`src/rtl/uart_rx_if.sv`:
```
// Receive-side handshake bundle for uart_rx: byte holding register outputs,
// status pulses and the consumer's ready.
interface uart_rx_if;
  logic [7:0] data;
  logic       valid;
  logic       ready;
  logic       frame_error;
  logic       overrun;
  logic       busy;

  modport master (
    output data,
    output valid,
    output frame_error,
    output overrun,
    output busy,
    input  ready
  );

  modport slave (
    input  data,
    input  valid,
    input  frame_error,
    input  overrun,
    input  busy,
    output ready
  );
endinterface

```
`src/rtl/uart_rx.sv`:
```
// 8N1 UART receiver: two-flop synchronizer, mid-bit sampling FSM and a
// single-entry holding register with valid/ready handoff.
module uart_rx #(
  parameter int CLOCK_FREQUENCY = 27000000,
  parameter int BAUD_RATE       = 115200
) (
  input  logic clk,
  input  logic rst_n,
  input  logic rx,
  uart_rx_if.master bus
);

  localparam int BAUD_DIVISOR = CLOCK_FREQUENCY / BAUD_RATE;
  localparam int HALF_DIVISOR = BAUD_DIVISOR / 2;
  localparam int CNT_W        = $clog2(BAUD_DIVISOR) + 1;

  localparam logic [CNT_W-1:0] FULL_LAST = CNT_W'(BAUD_DIVISOR - 1);
  localparam logic [CNT_W-1:0] HALF_LAST = CNT_W'(HALF_DIVISOR - 1);
  localparam logic [CNT_W-1:0] CNT_ONE   = CNT_W'(1);

  typedef enum logic [2:0] {
    S_IDLE,
    S_START,
    S_DATA,
    S_STOP,
    S_WAIT_HIGH
  } state_t;

  state_t           state_q, state_d;
  logic             rx_meta, rx_s;
  logic [CNT_W-1:0] baud_cnt;
  logic [2:0]       bit_idx;
  logic [7:0]       shift_q;
  logic             deliver_q;
  logic [7:0]       data_q;
  logic             valid_q;
  logic             frame_error_q;
  logic             overrun_q;

  logic             cnt_clr;
  logic             idx_clr;
  logic             bit_sample;
  logic             stop_ok;
  logic             stop_bad;

  always_comb begin
    state_d    = state_q;
    cnt_clr    = 1'b0;
    idx_clr    = 1'b0;
    bit_sample = 1'b0;
    stop_ok    = 1'b0;
    stop_bad   = 1'b0;
    case (state_q)
      S_IDLE: begin
        if (!rx_s) begin
          state_d = S_START;
          cnt_clr = 1'b1;
        end
      end
      S_START: begin
        if (baud_cnt == HALF_LAST) begin
          cnt_clr = 1'b1;
          idx_clr = 1'b1;
          state_d = rx_s ? S_IDLE : S_DATA;
        end
      end
      S_DATA: begin
        if (baud_cnt == FULL_LAST) begin
          cnt_clr    = 1'b1;
          bit_sample = 1'b1;
          if (bit_idx == 3'd7) state_d = S_STOP;
        end
      end
      S_STOP: begin
        if (baud_cnt == FULL_LAST) begin
          cnt_clr = 1'b1;
          if (rx_s) begin
            stop_ok = 1'b1;
            state_d = S_IDLE;
          end else begin
            stop_bad = 1'b1;
            state_d  = S_WAIT_HIGH;
          end
        end
      end
      S_WAIT_HIGH: begin
        if (rx_s) state_d = S_IDLE;
      end
      default: state_d = S_IDLE;
    endcase
  end

  always_ff @(posedge clk) begin
    if (!rst_n) begin
      state_q       <= S_IDLE;
      rx_meta       <= 1'b1;
      rx_s          <= 1'b1;
      baud_cnt      <= '0;
      bit_idx       <= '0;
      shift_q       <= '0;
      deliver_q     <= 1'b0;
      data_q        <= '0;
      valid_q       <= 1'b0;
      frame_error_q <= 1'b0;
      overrun_q     <= 1'b0;
    end else begin
      rx_meta <= rx;
      rx_s    <= rx_meta;
      state_q <= state_d;

      // Counter idles at zero outside the timed states so it can never wrap.
      if (cnt_clr || state_q == S_IDLE || state_q == S_WAIT_HIGH)
        baud_cnt <= '0;
      else
        baud_cnt <= baud_cnt + CNT_ONE;

      if (idx_clr)
        bit_idx <= '0;
      else if (bit_sample)
        bit_idx <= bit_idx + 3'd1;

      if (bit_sample) shift_q[bit_idx] <= rx_s;

      deliver_q     <= stop_ok;
      frame_error_q <= stop_bad;
      overrun_q     <= deliver_q && valid_q && !bus.ready;

      // A handshake in the delivery cycle frees the register for the new byte.
      if (deliver_q && (!valid_q || bus.ready)) begin
        data_q  <= shift_q;
        valid_q <= 1'b1;
      end else if (valid_q && bus.ready) begin
        valid_q <= 1'b0;
      end
    end
  end

  assign bus.data        = data_q;
  assign bus.valid       = valid_q;
  assign bus.frame_error = frame_error_q;
  assign bus.overrun     = overrun_q;
  assign bus.busy        = (state_q != S_IDLE);

endmodule

```
`src/flat_wrapper.sv`:
```
// flat-port wrapper written by rule: the top's interface ports become plain ports
module uart_rx_flat 
#(
  parameter int CLOCK_FREQUENCY = 27000000,
  parameter int BAUD_RATE       = 115200
)
  (clk, rst_n, rx, bus_data, bus_valid, bus_frame_error, bus_overrun, bus_busy, bus_ready);
  uart_rx_if bus_i ();
  input  logic clk;
  input  logic rst_n;
  input  logic rx;
  output wire logic [$bits(bus_i.data)-1:0] bus_data;
  output wire logic [$bits(bus_i.valid)-1:0] bus_valid;
  output wire logic [$bits(bus_i.frame_error)-1:0] bus_frame_error;
  output wire logic [$bits(bus_i.overrun)-1:0] bus_overrun;
  output wire logic [$bits(bus_i.busy)-1:0] bus_busy;
  input wire logic [$bits(bus_i.ready)-1:0] bus_ready;
  assign bus_data = bus_i.data;
  assign bus_valid = bus_i.valid;
  assign bus_frame_error = bus_i.frame_error;
  assign bus_overrun = bus_i.overrun;
  assign bus_busy = bus_i.busy;
  assign bus_i.ready = bus_ready;
  uart_rx #(.CLOCK_FREQUENCY(CLOCK_FREQUENCY), .BAUD_RATE(BAUD_RATE)) u_core (.clk(clk), .rst_n(rst_n), .rx(rx), .bus(bus_i));
endmodule
```
`config.mk`:
```
export PLATFORM = sky130hd
export DESIGN_NAME = uart_rx_flat
export DESIGN_NICKNAME = d
export VERILOG_FILES = /design/src/rtl/uart_rx_if.sv /design/src/rtl/uart_rx.sv /design/src/flat_wrapper.sv
export SDC_FILE = /design/constraint.sdc
export NUM_CORES = 1
export LEC_CHECK = 0
export CAP_MARGIN = 40
export CELL_PAD_IN_SITES_DETAIL_PLACEMENT = 0
export CELL_PAD_IN_SITES_GLOBAL_PLACEMENT = 1
export CORE_UTILIZATION = 42
export CTS_CLUSTER_DIAMETER = 100
export DETAILED_ROUTE_END_ITERATION = 16
export PLACE_DENSITY = 0.85
export SLEW_MARGIN = 25
export SYNTH_ARGS = -nofsm -noshare
export SYNTH_HDL_FRONTEND = slang
export SYNTH_SLANG_ARGS = --single-unit
```
`constraint.sdc`:
```
create_clock -name clk -period 2.65 [get_ports clk]
set_clock_uncertainty 0.15 [all_clocks]
set_input_delay 0.53 -clock clk [delete_from_list [all_inputs] [get_ports clk]]
set_output_delay 0.53 -clock clk [all_outputs]
set_load 0.005 [all_outputs]
```
==> impl_metrics.prom <==
# TYPE chip_impl_metric gauge
chip_impl_metric{name="die_area",unit="um2"} 4300
chip_impl_info{name="min-delay-start",value="u_core.rx_meta"} 1
chip_impl_info{name="post-synth-top-count-cell",value="sky130_fd_sc_hd__dfxtp_1"} 1
chip_impl_info{name="critical_path_class",value="flip-flop to output pin"} 1
chip_impl_metric{name="die_width",unit="um"} 65.6
chip_impl_metric{name="setup_slack",unit="ns"} 0.434
chip_impl_metric{name="postSynthAreaPerCell",unit="um2"} 8.71
chip_impl_metric{name="h-tree-depth",unit=""} 2
chip_impl_metric{name="detailedRoute.firstPassIterationCount",unit=""} 4
chip_impl_metric{name="initial_utilization",unit="%"} 45.1
chip_impl_metric{name="fin_nets",unit=""} 218
chip_impl_info{name="grt_setup_unrepaired",value="no"} 1
chip_impl_info{name="worst_min_delay_path_endpoint",value="u_core.rx_s"} 1
chip_impl_metric{name="number_of_distinct_library_cells_after_synthesis",unit=""} 36
chip_impl_metric{name="dp.cells",unit=""} 250
chip_impl_info{name="timing.critical_path.from_type",value="flip-flop"} 1
chip_impl_info{name="r2r_start",value="u_core.state_q[0]"} 1
chip_impl_metric{name="final_cell_count_no_fill",unit=""} 258
chip_impl_metric{name="std_cell_rows",unit=""} 22
chip_impl_metric{name="post_route_hold_slack",unit="ns"} 0.269
chip_impl_metric{name="syn_area",unit="um2"} 1700
chip_impl_metric{name="route.detailed.drc",unit=""} 0
chip_impl_metric{name="period_share",unit="%"} 83.6
chip_impl_metric{name="vias_per_cell",unit=""} 5.34
chip_impl_info{name="worstReg2RegEnd",value="u_core.baud_cnt[2]"} 1
chip_impl_metric{name="critical_path.max_fanout",unit=""} 11
chip_impl_metric{name="cts_hold_buffers",unit=""} 0
chip_impl_metric{name="multi_input_comb_area",unit="um2"} 887
chip_impl_metric{name="post-cts-setup-buffers",unit=""} 0
chip_impl_metric{name="yosys.area.top_type_share",unit="%"} 43.6
chip_impl_metric{name="nets_in_the_synthesized_netlist",unit=""} 204
chip_impl_metric{name="globalRouteTotalUtil",unit="%"} 18.4
chip_impl_metric{name="worst_ir_drop_vdd",unit="mV"} 0.310
chip_impl_metric{name="syn2layout_area_growth",unit="%"} 15.5
chip_impl_info{name="synthTopCellsByArea",value="sky130_fd_sc_hd__dfxtp_1, sky130_fd_sc_hd__nor2_1, sky130_fd_sc_hd__mux2i_1, sky130_fd_sc_hd__ha_1, sky130_fd_sc_hd__a21oi_1"} 1
chip_impl_metric{name="count_of_instances_resized_after_the_clock_tree_is_built",unit=""} 0
chip_impl_metric{name="post_synth_inst_count",unit=""} 195
chip_impl_info{name="clockRootBuffer",value="sky130_fd_sc_hd__clkbuf_8"} 1
chip_impl_metric{name="drt-total-wl",unit="um"} 3370
chip_impl_metric{name="crit_arrival",unit="ns"} 1.54
chip_impl_metric{name="hold_viol",unit=""} 0
chip_impl_metric{name="total_leakage_power",unit="nW"} 0.728
chip_impl_info{name="hold_path_class",value="flip-flop to flip-flop"} 1
chip_impl_metric{name="clk_pin_slew_worst_setup_hold_paths",unit="ns"} 0.08
chip_impl_metric{name="final.fill_count",unit=""} 348
chip_impl_metric{name="antenna-diode-count",unit=""} 0
chip_impl_metric{name="cp_data_required_time",unit="ns"} 1.97
chip_impl_metric{name="dpl_worst_slack",unit="ns"} 0.431
chip_impl_metric{name="sequential_cell_area",unit="um2"} 741
chip_impl_info{name="cts_tree",value="built"} 1
chip_impl_metric{name="setup_tns",unit="ns"} 0
chip_impl_metric{name="io_pins",unit=""} 16
chip_impl_metric{name="largest_net_degree_at_the_start_of_global_routing",unit=""} 19
chip_impl_metric{name="timing.slew.headroom",unit="%"} 61.1
chip_impl_metric{name="globalplace.congestion",unit=""} 0.873
chip_impl_metric{name="min_path_cells",unit=""} 1
chip_impl_metric{name="grt_first_pass_wirelength",unit="um"} 5990
chip_impl_metric{name="cap_viol_max_count",unit=""} 0
chip_impl_info{name="synth_commonest_cells",value="sky130_fd_sc_hd__dfxtp_1, sky130_fd_sc_hd__nor2_1, sky130_fd_sc_hd__a21oi_1, sky130_fd_sc_hd__nand3_1, sky130_fd_sc_hd__o21ai_0"} 1
chip_impl_metric{name="achievable-frequency",unit="MHz"} 451
chip_impl_metric{name="cts_made_buffers",unit=""} 5
chip_impl_metric{name="place_hpwl",unit="um"} 2500
chip_impl_metric{name="wire_per_inst",unit="um"} 13.1
chip_impl_info{name="outcome",value="completed"} 1
chip_impl_metric{name="cts_num_sinks",unit=""} 37
chip_impl_metric{name="worst-r2r-cell-count",unit=""} 4
chip_impl_metric{name="worstSkewPairLatency",unit="ns"} 0.29
chip_impl_metric{name="antenna_found_initial",unit=""} 0
chip_impl_metric{name="setup_slack_of_the_most_critical_reg_to_reg_path",unit="ns"} 0.60
chip_impl_metric{name="postLayoutCoreUtil",unit="%"} 52.0
chip_impl_metric{name="yosysSeqAreaShare",unit="%"} 43.6
chip_impl_metric{name="number_of_synthesized_flops_with_an_enable_pin",unit=""} 0
chip_impl_metric{name="final-setup-viol-count",unit=""} 0
chip_impl_metric{name="drv_slew",unit=""} 0
chip_impl_metric{name="worst_slew_pin_slew",unit="ns"} 0.575
chip_impl_info{name="yosysTopAreaCell",value="sky130_fd_sc_hd__dfxtp_1"} 1
chip_impl_metric{name="die_y",unit="um"} 65.6
chip_impl_metric{name="power-per-cell-area",unit="nW/um2"} 498
chip_impl_metric{name="post-route-min-period",unit="ns"} 2.22
chip_impl_metric{name="postSynthRegisterBits",unit=""} 37
chip_impl_info{name="ys_dominant_reg_cell",value="sky130_fd_sc_hd__dfxtp_1"} 1
chip_impl_metric{name="vias",unit=""} 1377
chip_impl_metric{name="antenna_left",unit=""} 0
chip_impl_metric{name="async_reset_ff_share",unit="%"} 0
chip_impl_metric{name="yosys_warnings",unit=""} 0
chip_impl_metric{name="clockBufferDepth",unit=""} 2
chip_impl_metric{name="portBuffers",unit=""} 15
chip_impl_metric{name="final_layout_size_suffix_gt1_share",unit="%"} 6.67
chip_impl_metric{name="dr.first_iter.drc_count",unit=""} 50
chip_impl_metric{name="first_global_vias",unit=""} 1315
chip_impl_metric{name="overflow",unit=""} 0
chip_impl_metric{name="core-area",unit="um2"} 3770
chip_impl_info{name="sort_of_element_at_the_end_of_the_critical_path",value="output pin"} 1
[power by group]
part	internal, mW	switching, mW
clock	0.181	0.201
combinational	0.0134	0.0167
sequential	0.559	0.00555
[worst max path at each step]
stage                        from            endpoint  slack (ns)  cells after the start
2_1_floorplan  u_core.baud_cnt[0]   u_core.state_q[0]        0.78                      5
3_3_place_gp            bus_ready  u_core.bus.data[6]        0.54                      5
3_5_place_dp            bus_ready  u_core.bus.data[4]        0.43                      5
4_1_cts         u_core.state_q[0]            bus_busy        0.43                      2
5_1_grt         u_core.state_q[0]            bus_busy        0.38                      2
6_report        u_core.state_q[0]            bus_busy        0.43                      2
[stage by stage]
stage	power, mW	instance area [um2]
6_report	0.977	1960
3_3_place_gp	0.607	1880
5_1_grt	1.02	1960
3_5_place_dp	0.608	1880
4_1_cts	0.989	1960
2_1_floorplan	0.594	1700
[cells in the final DEF (no fill, tap or decap), drive strengths merged]
master	synthesis	final
o21ai	11	11
or3	5	5
a21oi	11	11
and3b	2	2
clkinv	0	2
clkbuf	7	5
o22ai	1	1
xnor2	4	4
nor4bb	1	1
xor2	4	4
or3b	2	2
dfxtp	37	37
o211ai	1	1
nor3	5	5
nand2	7	7
o31ai	1	1
nor4b	1	1
a31oi	1	1
nand4	3	3
clkinvlp	0	1
mux2i	10	10
nand2b	8	8
clkdlybuf4s50	0	15
and3	6	6
buf	2	1
nor2	27	27
nand3	11	11
nand4b	1	1
nor2b	4	4
a2111o	1	1
nand3b	2	2
inv	8	8
ha	5	5
or4	2	2
nor4	4	4
[state kept, by name, indices dropped and copies added, names as in the netlist]
register                count
u_core.baud_cnt             9
u_core.bus.data             8
u_core.shift_q              8
u_core.bit_idx              3
u_core.state_q              3
u_core.bus.frame_error      1
u_core.bus.overrun          1
u_core.bus.valid            1
u_core.deliver_q            1
u_core.rx_meta              1
u_core.rx_s                 1
[worst max-delay path, cell delays in order (launching register included)]
cell and delay (ns):
sky130_fd_sc_hd__dfxtp_1 0.41, sky130_fd_sc_hd__or3_1 0.39, sky130_fd_sc_hd__clkdlybuf4s50_1 0.44
[logic make-up (layout without fill, tap and decap cells)]
group,count (synthesis),after routing,share of synthesized area [%]
compound gates,27,27,8.76
xor+xnor,8,8,4.12
fa+ha+maj,5,5,3.68
buf+inv,17,32,4.20
flops,37,37,43.6
mux,10,10,5.89
simple gates,91,91,29.7
[cell type report]
type,instances,share of cell area [%]
inverters,8,1.53
clock buffers,5,3.51
clock inverters,3,0.893
repair buffers,16,8.04
flip-flops and latches,37,37.8
well taps,48,3.06
multi-input cells,141,45.2
[layer usage]
metal  global-route usage (%)  up-vias  part of all wire (%)
li1                         -      703                     -
met4                     5.71        0                   1.1
met3                     5.90        3                   3.8
met5                        0        -                     0
met1                     21.2      652                    45
met2                     32.1       19                    50
Note: power is estimated with default switching activity, not from simulation.
